==> config.mk <==
export PLATFORM = sky130hd
export DESIGN_NAME = alu_iter_flat
export DESIGN_NICKNAME = d
export VERILOG_FILES = /design/src/rtl/alu_pkg.sv /design/src/rtl/alu_iter_if.sv /design/src/rtl/alu_slice.sv /design/src/rtl/alu_iter.sv /design/src/flat_wrapper.sv
export SDC_FILE = /design/constraint.sdc
export NUM_CORES = 1
export LEC_CHECK = 0
export CELL_PAD_IN_SITES_DETAIL_PLACEMENT = 1
export CELL_PAD_IN_SITES_GLOBAL_PLACEMENT = 1
export CORE_ASPECT_RATIO = 0.8
export CORE_UTILIZATION = 38
export CTS_CLUSTER_SIZE = 28
export DETAILED_ROUTE_END_ITERATION = 8
export HOLD_SLACK_MARGIN = 0.15
export PLACE_DENSITY = 0.86
export SETUP_SLACK_MARGIN = 0.4
export SKIP_CTS_REPAIR_TIMING = 1
export SLEW_MARGIN = 20
export SYNTH_ARGS = -nofsm -noshare
export SYNTH_HDL_FRONTEND = slang
export SYNTH_SLANG_ARGS = --single-unit
export TNS_END_PERCENT = 5
==> constraint.sdc <==
create_clock -name clk -period 6 [get_ports clk]
set_input_delay 0.6 -clock clk [delete_from_list [all_inputs] [get_ports clk]]
set_output_delay 0.6 -clock clk [all_outputs]
set_load 0.03 [all_outputs]
==> src/rtl/alu_pkg.sv <==
// alu_pkg: function codes, FSM state type and opcode helper shared by the iterative ALU
package alu_pkg;
    localparam logic [5:0] ALU_AND = 6'b100100;
    localparam logic [5:0] ALU_OR  = 6'b100101;
    localparam logic [5:0] ALU_ADD = 6'b100000;
    localparam logic [5:0] ALU_SUB = 6'b100010;
    localparam logic [5:0] ALU_SLT = 6'b101010;
    typedef enum logic [1:0] {IDLE, RUN, DONE} state_t;
    // SUB and SLT both compute A + ~B + 1
    function automatic logic is_sub(input logic [5:0] op);
        return op == ALU_SUB || op == ALU_SLT;
    endfunction
endpackage

==> src/rtl/alu_iter_if.sv <==
// alu_iter_if: request/response handshake bundle of alu_iter
// master drives in_valid/Signal/dataA/dataB/out_ready; slave (the ALU) drives
// in_ready/out_valid/dataOut/c_out/zero and, with ALU_OVERFLOW_EN, overflow.
interface alu_iter_if #(parameter int WIDTH = 32);
    logic             in_valid;
    logic             in_ready;
    logic [5:0]       Signal;
    logic [WIDTH-1:0] dataA;
    logic [WIDTH-1:0] dataB;
    logic             out_valid;
    logic             out_ready;
    logic [WIDTH-1:0] dataOut;
    logic             c_out;
    logic             zero;
`ifdef ALU_OVERFLOW_EN
    logic             overflow;
`endif
    modport master (
        output in_valid, Signal, dataA, dataB, out_ready,
`ifdef ALU_OVERFLOW_EN
        input  overflow,
`endif
        input  in_ready, out_valid, dataOut, c_out, zero
    );
    modport slave (
        input  in_valid, Signal, dataA, dataB, out_ready,
`ifdef ALU_OVERFLOW_EN
        output overflow,
`endif
        output in_ready, out_valid, dataOut, c_out, zero
    );
endinterface

==> src/rtl/alu_slice.sv <==
// alu_slice: combinational SLICE-bit ripple-carry chunk of the iterative ALU
// i_a/i_b operand bits, i_invert complements B, i_cin chunk carry-in, i_op function code;
// o_y chunk result, o_cout carry-out, o_cmsb carry into the top bit (overflow detection).
module alu_slice
    import alu_pkg::*;
#(
    parameter int SLICE = 8
) (
    input  logic [SLICE-1:0] i_a,
    input  logic [SLICE-1:0] i_b,
    input  logic             i_invert,
    input  logic             i_cin,
    input  logic [5:0]       i_op,
    output logic [SLICE-1:0] o_y,
    output logic             o_cout,
    output logic             o_cmsb
);
    logic [SLICE-1:0] w_bb;
    logic [SLICE-1:0] w_s;
    logic [SLICE:0]   w_c;
    assign w_bb   = i_b ^ {SLICE{i_invert}};
    assign w_c[0] = i_cin;
    for (genvar g = 0; g < SLICE; g++) begin : g_fa
        assign w_s[g]   = i_a[g] ^ w_bb[g] ^ w_c[g];
        assign w_c[g+1] = (i_a[g] & w_bb[g]) | (w_c[g] & (i_a[g] ^ w_bb[g]));
    end
    assign o_y = i_op == ALU_AND ? i_a & i_b :
                 i_op == ALU_OR  ? i_a | i_b :
                 (i_op == ALU_ADD || is_sub(i_op)) ? w_s : '0;
    assign o_cout = w_c[SLICE];
    assign o_cmsb = w_c[SLICE-1];
endmodule

==> src/rtl/alu_iter.sv <==
// alu_iter: multi-cycle AND/OR/ADD/SUB/SLT ALU processing SLICE bits per clock
// clk, reset (async active-low); bus = alu_iter_if.slave handshake (request in, result out).
// Optional macro ALU_OVERFLOW_EN adds the registered signed-overflow output.
module alu_iter
    import alu_pkg::*;
#(
    parameter int WIDTH = 32,
    parameter int SLICE = 8
) (
    input  logic     clk,
    input  logic     reset,
    alu_iter_if.slave bus
);
    localparam int N  = WIDTH / SLICE;
    localparam int KW = N > 1 ? $clog2(N) : 1;
    if (WIDTH % SLICE != 0) begin : g_bad_cfg
        $error("alu_iter: WIDTH must be a multiple of SLICE");
    end
    state_t           r_state;
    logic [5:0]       r_op;
    logic [WIDTH-1:0] r_a;
    logic [WIDTH-1:0] r_b;
    logic [WIDTH-1:0] r_result;
    logic             r_carry;
    logic [KW-1:0]    r_k;
    logic             r_c_out;
    logic             r_zero;
`ifdef ALU_OVERFLOW_EN
    logic             r_ovf;
`endif
    logic [SLICE-1:0] w_y;
    logic             w_cout;
    logic             w_cmsb;
    logic             w_last;
    logic             w_v;
    logic             w_arith;
    logic [WIDTH-1:0] w_merged;
    logic [WIDTH-1:0] w_final;
    alu_slice #(.SLICE(SLICE)) u_slice (
        .i_a      (r_a[r_k*SLICE +: SLICE]),
        .i_b      (r_b[r_k*SLICE +: SLICE]),
        .i_invert (is_sub(r_op)),
        .i_cin    (r_carry),
        .i_op     (r_op),
        .o_y      (w_y),
        .o_cout   (w_cout),
        .o_cmsb   (w_cmsb)
    );
    assign w_last  = r_k == KW'(N - 1);
    assign w_v     = w_cout ^ w_cmsb;
    assign w_arith = r_op == ALU_ADD || r_op == ALU_SUB;
    always_comb begin
        w_merged = r_result;
        w_merged[r_k*SLICE +: SLICE] = w_y;
    end
    // SLT: sign of the difference corrected by signed overflow
    assign w_final = (w_last && r_op == ALU_SLT) ? WIDTH'(w_y[SLICE-1] ^ w_v) : w_merged;
    always_ff @(posedge clk or negedge reset) begin
        if (!reset) begin
            r_state  <= IDLE;
            r_op     <= '0;
            r_a      <= '0;
            r_b      <= '0;
            r_result <= '0;
            r_carry  <= 1'b0;
            r_k      <= '0;
            r_c_out  <= 1'b0;
            r_zero   <= 1'b0;
`ifdef ALU_OVERFLOW_EN
            r_ovf    <= 1'b0;
`endif
        end else if (r_state == IDLE) begin
            if (bus.in_valid) begin
                r_op     <= bus.Signal;
                r_a      <= bus.dataA;
                r_b      <= bus.dataB;
                r_result <= '0;
                r_carry  <= is_sub(bus.Signal);
                r_k      <= '0;
                r_c_out  <= 1'b0;
                r_zero   <= 1'b0;
`ifdef ALU_OVERFLOW_EN
                r_ovf    <= 1'b0;
`endif
                r_state  <= RUN;
            end
        end else if (r_state == RUN) begin
            r_result <= w_final;
            r_carry  <= w_cout;
            r_k      <= r_k + 1'b1;
            if (w_last) begin
                r_c_out <= w_arith & w_cout;
                r_zero  <= w_final == '0;
`ifdef ALU_OVERFLOW_EN
                r_ovf   <= w_arith & w_v;
`endif
                r_state <= DONE;
            end
        end else if (bus.out_ready) begin
            r_state <= IDLE;
        end
    end
    // in_ready is forced low while reset is held
    assign bus.in_ready  = reset && r_state == IDLE;
    assign bus.out_valid = r_state == DONE;
    assign bus.dataOut   = r_result;
    assign bus.c_out     = r_c_out;
    assign bus.zero      = r_zero;
`ifdef ALU_OVERFLOW_EN
    assign bus.overflow  = r_ovf;
`endif
endmodule

==> src/flat_wrapper.sv <==
// flat-port wrapper written by rule: the top's interface ports become plain ports
module alu_iter_flat import alu_pkg::*;
#(
    parameter int WIDTH = 32,
    parameter int SLICE = 8
)
  (clk, reset, bus_in_valid, bus_Signal, bus_dataA, bus_dataB, bus_out_ready, bus_in_ready, bus_out_valid, bus_dataOut, bus_c_out, bus_zero);
  alu_iter_if #(.WIDTH(WIDTH)) bus_i ();
  input  logic clk;
  input  logic reset;
  input wire logic [$bits(bus_i.in_valid)-1:0] bus_in_valid;
  input wire logic [$bits(bus_i.Signal)-1:0] bus_Signal;
  input wire logic [$bits(bus_i.dataA)-1:0] bus_dataA;
  input wire logic [$bits(bus_i.dataB)-1:0] bus_dataB;
  input wire logic [$bits(bus_i.out_ready)-1:0] bus_out_ready;
  output wire logic [$bits(bus_i.in_ready)-1:0] bus_in_ready;
  output wire logic [$bits(bus_i.out_valid)-1:0] bus_out_valid;
  output wire logic [$bits(bus_i.dataOut)-1:0] bus_dataOut;
  output wire logic [$bits(bus_i.c_out)-1:0] bus_c_out;
  output wire logic [$bits(bus_i.zero)-1:0] bus_zero;
  assign bus_i.in_valid = bus_in_valid;
  assign bus_i.Signal = bus_Signal;
  assign bus_i.dataA = bus_dataA;
  assign bus_i.dataB = bus_dataB;
  assign bus_i.out_ready = bus_out_ready;
  assign bus_in_ready = bus_i.in_ready;
  assign bus_out_valid = bus_i.out_valid;
  assign bus_dataOut = bus_i.dataOut;
  assign bus_c_out = bus_i.c_out;
  assign bus_zero = bus_i.zero;
  alu_iter #(.WIDTH(WIDTH), .SLICE(SLICE)) u_core (.clk(clk), .reset(reset), .bus(bus_i));
endmodule
==> flow_metrics.py, run 1 <==
metrics = {
    "place": {
        "dp.cells": 684,
        "dpl_worst_slack_ps": 122,
        "io_buffers": 109,
        "dp_hpwl_mm": 11.0,
        "place_area_um2": 6720,
        "place_congestion": 0.842,
    },
    "sta": {
        "fin_crit_sh_pct": 90.6,
        "slew_headroom_pct": 26.0,
        "tightest_slew_ps": 1110,
        "slew_viol_final": 0,
        "hold_viol": 0,
        "finalSetupViolCount": 0,
        "finalSetupTns_ps": 0,
        "fin_hold_ws_ps": 205,
        "fin_crit_ps": 5430,
        "rsz0062_at_grt": "no",
        "skew_ps": 9.72,
        "setup_slack_ps": 567,
        "timing.fmax_mhz": 184,
    },
    "route": {
        "drc": 0,
        "first_iter_violations": 216,
        "first_pass_iters": 4,
        "num_vias": 3926,
        "viasPerCell": 5.58,
        "wl_per_cell_um": 21.6,
        "drtAntennaViolNets": 0,
        "wl_mm": 15.2,
    },
    "final_layout": {
        "syn_to_final_growth_pct": 31.1,
        "diodes": 0,
        "layout_common_cells": "clkdlybuf4s50_1, dfrtp_1, mux2_2, a22o_1, nand2_1",
        "fin_util_pct": 51.6,
        "final_area_um2": 7070,
        "fin_cells": 703,
        "drive_gt1_share_pct": 24.7,
        "mostFrequentLayoutCell": "clkdlybuf4s50_1",
        "nets": 606,
    },
    "worst_setup_path": {
        "cpPeakStageDelay_ps": 560,
        "slowest_stage": "mux4_2",
        "cp-start-kind": "flip-flop",
        "critPathMostFrequentCell": "fa_2",
        "path_cells": "mux4_2, xnor2_1, fa_2, fa_2, fa_2, fa_2, fa_2, inv_1, fa_1, inv_1, fa_2, fa_1, nand3_2, a21oi_4, xnor2_1, o21ai_1, or4_1, o21ai_1",
        "r2r_cells": 18,
        "worst_ep_required_time_ps": 6280,
        "cp-end-kind": "flip-flop",
        "critPathKind": "reg2reg",
        "worstPathArrival_ps": 5710,
        "critPathMaxFanout": 5,
    },
    "floorplanning": {
        "die_x_um": 135,
        "coreArea_um2": 13700,
        "die_area_um2": 14700,
        "io_pins": 110,
        "row_count": 38,
        "die_h_um": 109,
        "initial_utilization_pct": 39.4,
    },
    "power": {
        "combPwrFrac_pct": 52.1,
        "p_int_mw": 2.28,
        "switching_share_pct": 40.0,
        "peakVddDrop_mv": 0.222,
        "pwr-share-clk_pct": 15.6,
        "power_mw": 3.80,
        "share_seq_of_total_power_pct": 32.3,
        "power.net_switching_mw": 1.52,
        "power_density_nw_per_um2": 537,
        "p_leak_nw": 2.84,
    },
    "global_routing": {
        "antenna_found_initial": 0,
        "grt_pass1_wl_mm": 24.1,
        "grt_pass1_vias": 4286,
        "grt_use_met1_pct": 27.5,
        "grtUsageTotal_pct": 22.2,
        "grt_max_degree": 73,
        "overflow": 0,
        "busiest_layer": "met2",
        "global_route.usage.met3_pct": 5.91,
        "grt_use_met2_pct": 38.0,
    },
    "clock_network": {
        "h-tree-depth": 3,
        "cts_sinks": 109,
        "numCtsBuffers": 9,
        "cts_tree": "done",
        "clockBufferDepth": 2,
        "clk_pin_slew_worst_paths_ps": 70,
        "cts-root-buf": "clkbuf_16",
        "clk_latency_ps": 360,
    },
    "synthesis": {
        "synth.area.top_cells": "dfrtp_1, mux2_2, a22o_1, mux4_2, fa_1",
        "ys_ff_latch": 109,
        "synth_top_area_share_pct": 50.6,
        "synthesis.nets": 493,
        "synthCells": 405,
        "synth_seq_area_share_pct": 50.6,
        "synth_area_per_cell_um2": 13.3,
        "syn_area_um2": 5400,
        "synth_cell_types": 49,
        "yosys_warnings": 0,
        "synth_top_area_cell": "dfrtp_1",
    },
    "min_path": {
        "hp-class": "in2async",
    },
    "job": {
        "max_cap_viol_count": 0,
    },
    "status": {
        "status": "complete, no violations",
    },
}
## worst max-delay path: cells and delay by family (launching register included)
family | cells | cell delay (ps)
adders and majority gates | 8 | 2880
and+or+nand+nor | 2 | 600
xor gates and xnor gates | 2 | 310
muxes | 1 | 560
DFF | 1 | 420
AOI/OAI and AO/OA | 3 | 450
buffers and inverters | 2 | 130
## layer usage
layer  part of all wire (%)  routed length (um)  up-vias
li1                       -                   -     1765
met1                     43                6540     2025
met2                     50                7590      115
met3                    5.3                 808       21
met4                    1.8                 280        0
met5                      0                   0        -
## synthesized netlist by cell type, drive strengths merged
cell type / instances
nor3b: 3
a211oi: 2
nor2b: 2
o21ai: 16
a22oi: 5
fa: 8
clkbuf: 14
mux2i: 1
mux4: 16
o41ai: 1
nand4: 3
and4: 1
nand2b: 3
o211ai: 7
dfrtp: 109
a22o: 31
a21oi: 13
xnor2: 8
nor4b: 3
and2: 1
buf: 4
inv: 9
nor2: 11
a2bb2oi: 1
o22ai: 2
xor2: 2
mux2: 70
nand2: 19
a2111oi: 2
a41oi: 1
nor4: 7
nand3: 10
nand3b: 3
ha: 6
nor3: 4
or4: 2
or4b: 1
nand4bb: 1
o2111ai: 1
a32oi: 1
o31ai: 1
## power groups by stage
stage	logic, mW	clock network (mW)	registers, mW
after floorplan	1.34	0	1.16
after global placement	1.77	0	1.20
after detailed placement	1.85	0	1.23
after CTS	1.86	0.606	1.22
after global routing	2.15	0.635	1.27
final	1.98	0.592	1.23
## logic make-up after synthesis
logic type	after synthesis	share of synthesized area [%]
XOR/XNOR	10	1.62
buffers and inverters	27	2.18
AND/OR/NAND/NOR	74	7.51
multiplexers	87	21.8
adder cells (fa/ha/maj)	14	4.36
AO/OA/AOI/OAI	84	11.9
flip-flops	109	50.6
## path summary, 6_finish.rpt
check                         startpoint                     end  slack, ps
max                        u_core.r_k[0]         u_core.bus.zero        570
min                                reset  u_core.bus.dataOut[21]        210
max reg2reg                u_core.r_k[0]         u_core.bus.zero        570
min reg2reg                u_core.r_a[5]           u_core.r_a[5]        510
max in group asynchronous          reset           u_core.r_k[0]       4480
min in group clk           u_core.r_a[5]           u_core.r_a[5]        510
## flip-flops by register name (all words and copies together), names as in the netlist
name	cells
u_core.r_state	2
u_core.bus.dataOut	32
u_core.bus.c_out	1
u_core.r_b	32
u_core.r_op	6
u_core.r_carry	1
u_core.bus.zero	1
u_core.r_k	2
u_core.r_a	32
## final cells by class
class	count	area, um2
Tap cell	180	225
Fill cell	1399	6620
Sequential cell	109	2730
Clock buffer	13	270
Clock inverter	3	26.3
Multi-Input combinational cell	269	2600
Inverter	9	33.8
Timing Repair Buffer	120	1180
(Power assumes the default switching activity.)
==> run 2: changes to the inputs <==
--- a/config.mk
+++ b/config.mk
@@ -13,7 +13,6 @@
 export DETAILED_ROUTE_END_ITERATION = 8
 export HOLD_SLACK_MARGIN = 0.15
 export PLACE_DENSITY = 0.86
-export SETUP_SLACK_MARGIN = 0.4
 export SKIP_CTS_REPAIR_TIMING = 1
 export SLEW_MARGIN = 20
 export SYNTH_ARGS = -nofsm -noshare
==> run 2 against run 1 <==
Sequential power hardly changed. First-iteration DRC count up 1.9%. Critical path type unchanged. Largest power group unchanged. Setup slack got worse by 360 ps. Die area unchanged. Via count is 1.0% higher. Combinational power decreased by 5%.
==> flow_metrics.py, run 2 (synthesis gave the netlist of run 1 again) <==
metrics = {
    "clock_network": {
        "cts-root-buf": "clkbuf_16",
        "h-tree-depth": 3,
        "cts_tree": "done",
        "numCtsBuffers": 9,
        "clk_latency_ps": 360,
        "cts_sinks": 109,
        "clk_pin_slew_worst_paths_ps": 80,
        "clockBufferDepth": 2,
    },
    "min_path": {
        "hp-class": "in2async",
    },
    "global_routing": {
        "grt_pass1_vias": 4383,
        "grtUsageTotal_pct": 22.4,
        "overflow": 0,
        "grt_pass1_wl_mm": 24.4,
        "grt_max_degree": 72,
        "antenna_found_initial": 0,
    },
    "worst_setup_path": {
        "critPathKind": "reg2reg",
        "cp-start-kind": "flip-flop",
        "cp-end-kind": "flip-flop",
        "critPathMaxFanout": 7,
        "worstPathArrival_ps": 6070,
        "worst_ep_required_time_ps": 6280,
    },
    "sta": {
        "skew_ps": 8.99,
        "fin_crit_sh_pct": 96.5,
        "slew_headroom_pct": 28.7,
        "slew_viol_final": 0,
        "fin_hold_ws_ps": 223,
        "tightest_slew_ps": 1070,
        "hold_viol": 0,
        "finalSetupViolCount": 0,
        "finalSetupTns_ps": 0,
        "timing.fmax_mhz": 173,
        "fin_crit_ps": 5790,
        "setup_slack_ps": 210,
    },
    "power": {
        "share_seq_of_total_power_pct": 32.7,
        "p_leak_nw": 2.84,
        "power_mw": 3.73,
        "p_int_mw": 2.23,
        "pwr-share-clk_pct": 16.9,
        "power.net_switching_mw": 1.50,
        "power_density_nw_per_um2": 530,
        "peakVddDrop_mv": 0.219,
        "combPwrFrac_pct": 50.3,
        "switching_share_pct": 40.3,
    },
    "route": {
        "viasPerCell": 5.66,
        "wl_mm": 15.3,
        "num_vias": 3966,
        "first_pass_iters": 4,
        "drc": 0,
        "first_iter_violations": 220,
        "wl_per_cell_um": 21.8,
        "drtAntennaViolNets": 0,
    },
    "final_layout": {
        "final_area_um2": 7040,
        "fin_cells": 701,
        "syn_to_final_growth_pct": 30.4,
        "diodes": 0,
        "layout_common_cells": "clkdlybuf4s50_1, dfrtp_1, mux2_2, a22o_1, nand2_1",
        "fin_util_pct": 51.4,
        "drive_gt1_share_pct": 22.6,
        "fill_cells": 1413,
        "register_area_um2": 2730,
        "multi_input_area_um2": 2570,
        "nets": 604,
    },
    "status": {
        "status": "complete, no violations",
    },
    "place": {
        "place_congestion": 0.898,
        "dp.cells": 685,
        "place_area_um2": 6700,
        "io_buffers": 109,
        "dpl_worst_slack_ps": 212,
        "dp_hpwl_mm": 11.5,
    },
    "floorplanning": {
        "die_x_um": 135,
        "die_area_um2": 14700,
        "die_h_um": 109,
        "initial_utilization_pct": 39.4,
        "io_pins": 110,
        "row_count": 38,
        "coreArea_um2": 13700,
    },
    "job": {
        "max_cap_viol_count": 0,
    },
}
## run 2: critical path, cell delays in order (launching register included)
cell and delay (ps):
dfrtp_1 490, nor4b_2 400, nand2_2 110, xnor2_1 160, fa_1 400, fa_1 390
fa_1 400, fa_1 400, fa_1 420, inv_1 120, fa_1 180, inv_1 60
fa_1 440, fa_1 500, nand3_1 130, a21oi_4 230, xnor2_1 150, o21ai_1 90
or4_1 510, o21ai_1 120
## run 2: area by class of cell
type	count	area share, %
clock buffer	11	3.45
clock inverter	5	1.07
inverter	9	0.480
multi-input combinational	269	36.5
sequential	109	38.8
tap	180	3.20
timing repair buffer	118	16.5
## run 2: routing by layer
layer	wire (um)	track usage [%]	up-vias
met5	0	0	-
met4	314	7.46	0
met3	777	4.92	22
met2	7700	38.6	123
met1	6500	28.0	2058
li1	-	-	1763
## run 2: power groups by stage
stage | combinational (mW) | clock, mW | sequential (mW)
finish | 1.88 | 0.632 | 1.22
global route | 2.03 | 0.667 | 1.26
CTS | 1.85 | 0.643 | 1.22
detailed placement | 1.84 | 0 | 1.23
global placement | 1.75 | 0 | 1.20
floorplan | 1.33 | 0 | 1.16
## run 2: final timing paths
check                               start                     to  depth (start not counted)  slack (ps)
max                        u_core.r_op[0]        u_core.bus.zero                         19         210
min                                 reset  u_core.bus.dataOut[8]                          1         220
max reg2reg                u_core.r_op[0]        u_core.bus.zero                         19         210
min reg2reg                u_core.r_a[12]         u_core.r_a[12]                          1         500
max in group asynchronous           reset          u_core.r_k[0]                          2        4470
min in group clk           u_core.r_a[12]         u_core.r_a[12]                          1         500
==> run 3: changes to the inputs <==
--- a/config.mk
+++ b/config.mk
@@ -7,7 +7,7 @@
 export LEC_CHECK = 0
 export CELL_PAD_IN_SITES_DETAIL_PLACEMENT = 1
 export CELL_PAD_IN_SITES_GLOBAL_PLACEMENT = 1
-export CORE_ASPECT_RATIO = 0.8
+export CORE_ASPECT_RATIO = 0.6
 export CORE_UTILIZATION = 38
 export CTS_CLUSTER_SIZE = 28
 export DETAILED_ROUTE_END_ITERATION = 8
==> run 3 against run 2 <==
Die area barely moved. Sequential share of layout area fell by 0.38 points. Sequential power barely moved. Via count rose by 2.6%. Clock power rose by 4.3%. Sequential cell count did not move. Total power rose by 2.4%. First-iteration DRC count rose by 13%. Register-to-register slack improved by 50 ps. Clock skew fell by 1.2 ps. Setup slack improved by 49 ps. Count of clock-buffer cells in the layout rose by 1. Critical endpoint unchanged. Highest routed layer is now met5.
==> flow_metrics.py, run 3 (synthesis gave the netlist of run 1 again) <==
metrics = {
    "status": {
        "status": "complete, no violations",
    },
    "route": {
        "num_vias": 4070,
        "drc": 0,
        "drtAntennaViolNets": 0,
        "first_pass_iters": 4,
        "wl_per_cell_um": 22.7,
        "viasPerCell": 5.66,
        "first_iter_violations": 248,
        "wl_mm": 16.3,
    },
    "sta": {
        "hold_viol": 0,
        "fin_crit_sh_pct": 95.7,
        "slew_headroom_pct": 25.9,
        "setup_slack_ps": 259,
        "finalSetupViolCount": 0,
        "tightest_slew_ps": 1110,
        "fin_hold_ws_ps": 237,
        "slew_viol_final": 0,
        "skew_ps": 7.76,
        "fin_crit_ps": 5740,
        "timing.fmax_mhz": 174,
    },
    "final_layout": {
        "syn_to_final_growth_pct": 31.7,
        "register_area_um2": 2730,
        "fill_cells": 1387,
        "drive_gt1_share_pct": 23.3,
        "layout_common_cells": "clkdlybuf4s50_1, dfrtp_1, mux2_2, a22o_1, nand2_1",
        "fin_cells": 719,
        "diodes": 0,
        "nets": 610,
        "multi_input_area_um2": 2570,
    },
    "global_routing": {
        "antenna_found_initial": 1,
        "grt_pass1_vias": 4544,
        "overflow": 0,
        "grtUsageTotal_pct": 24.0,
        "grt_max_degree": 71,
        "grt_pass1_wl_mm": 25.9,
    },
    "clock_network": {
        "cts_tree": "done",
        "cts_sinks": 109,
        "clockBufferDepth": 2,
        "cts-root-buf": "clkbuf_16",
        "numCtsBuffers": 9,
        "h-tree-depth": 3,
        "clk_latency_ps": 360,
        "clk_pin_slew_worst_paths_ps": 70,
    },
    "floorplanning": {
        "die_area_um2": 14700,
        "initial_utilization_pct": 39.2,
        "coreArea_um2": 13700,
        "row_count": 33,
        "die_x_um": 156,
        "io_pins": 110,
        "die_h_um": 94.3,
    },
    "power": {
        "p_leak_nw": 2.88,
        "combPwrFrac_pct": 51.0,
        "power.net_switching_mw": 1.53,
        "p_int_mw": 2.29,
        "switching_share_pct": 40.0,
        "peakVddDrop_mv": 0.191,
        "share_seq_of_total_power_pct": 31.7,
        "power_density_nw_per_um2": 538,
        "pwr-share-clk_pct": 17.2,
    },
    "place": {
        "io_buffers": 109,
        "place_congestion": 0.885,
        "dp.cells": 700,
        "dp_hpwl_mm": 12.1,
        "dpl_worst_slack_ps": 25.2,
    },
    "worst_setup_path": {
        "worst_ep_required_time_ps": 6290,
        "worstPathArrival_ps": 6030,
        "cp-end-kind": "flip-flop",
        "critPathMaxFanout": 6,
        "critPathKind": "reg2reg",
        "cp-start-kind": "flip-flop",
    },
    "min_path": {
        "hp-class": "in2async",
    },
    "job": {
        "max_cap_viol_count": 0,
    },
}
run 3: cell types whose count changed in the layout (fill, tap and decap cells not counted):
cell       delta
clkbuf_1      +1
clkinv_4      +1
inv_6         -2
clkinv_8      -1
buf_4         +6
bufinv_16     +1
run 3: critical path, cell delays in order, from the launching register on:
cell and delay (ps):
dfrtp_2 440, mux4_2 560, xnor2_1 160, fa_1 390, fa_1 390, fa_1 390, fa_1 390, fa_1 380
inv_1 80, fa_1 160, inv_1 50, fa_1 440, fa_1 510, nand3_1 170, a21oi_4 310, xnor2_1 150
o21ai_1 90, or4_1 500, o21ai_1 120
run 3: stage by stage:
| stage | total power [mW] | TNS (ps) | cell area, um2 | utilization, % |
|---|---|---|---|---|
| after global routing | 4.05 | -4.88 | 7110 | 51.7 |
| after detailed placement | 3.10 | 0 | 6740 | 49.0 |
| final | 3.82 | 0 | 7110 | 51.7 |
| after floorplan | 2.49 | 0 | 5400 | - |
| after CTS | 3.79 | 0 | 7070 | 51.4 |
| after global placement | 2.94 | 0 | 6740 | 49.0 |
run 3: path summary, 6_finish.rpt:
check,startpoint,to,slack (ps),cells past startpoint
worst max-delay path,u_core.r_k[0],u_core.bus.zero,260,18
worst min-delay path,reset,u_core.bus.dataOut[16],240,1
worst max register to register,u_core.r_k[0],u_core.bus.zero,260,18
worst min register to register,u_core.r_a[21],u_core.r_a[21],510,1
max in group asynchronous,reset,u_core.r_k[0],4430,2
min in group clk,u_core.r_a[21],u_core.r_a[21],510,1
run 3: cell type report:
type	instances	share of cell area, %
Sequential cell	109	38.4
Multi-Input combinational cell	269	36.2
Timing Repair Buffer	124	17.0
Clock buffer	12	3.47
Tap cell	192	3.38
Clock inverter	4	1.13
Inverter	9	0.475
run 3: metal layers:
metal,wire length (um),up-vias,track usage [%],part of all wire (%)
met1,7100,2115,31.5,43
met5,13,-,0,0.080
met3,1450,22,7.52,8.9
met2,7510,159,38.0,46
met4,253,2,7.11,1.5
li1,-,1772,-,-
run 3: power by group through the flow:
stage / logic [mW] / registers [mW] / clock network, mW
4_1_cts: 1.91 / 1.21 / 0.671
2_1_floorplan: 1.33 / 1.16 / 0
5_1_grt: 2.10 / 1.25 / 0.697
6_report: 1.95 / 1.21 / 0.659
3_3_place_gp: 1.77 / 1.18 / 0
3_5_place_dp: 1.88 / 1.22 / 0
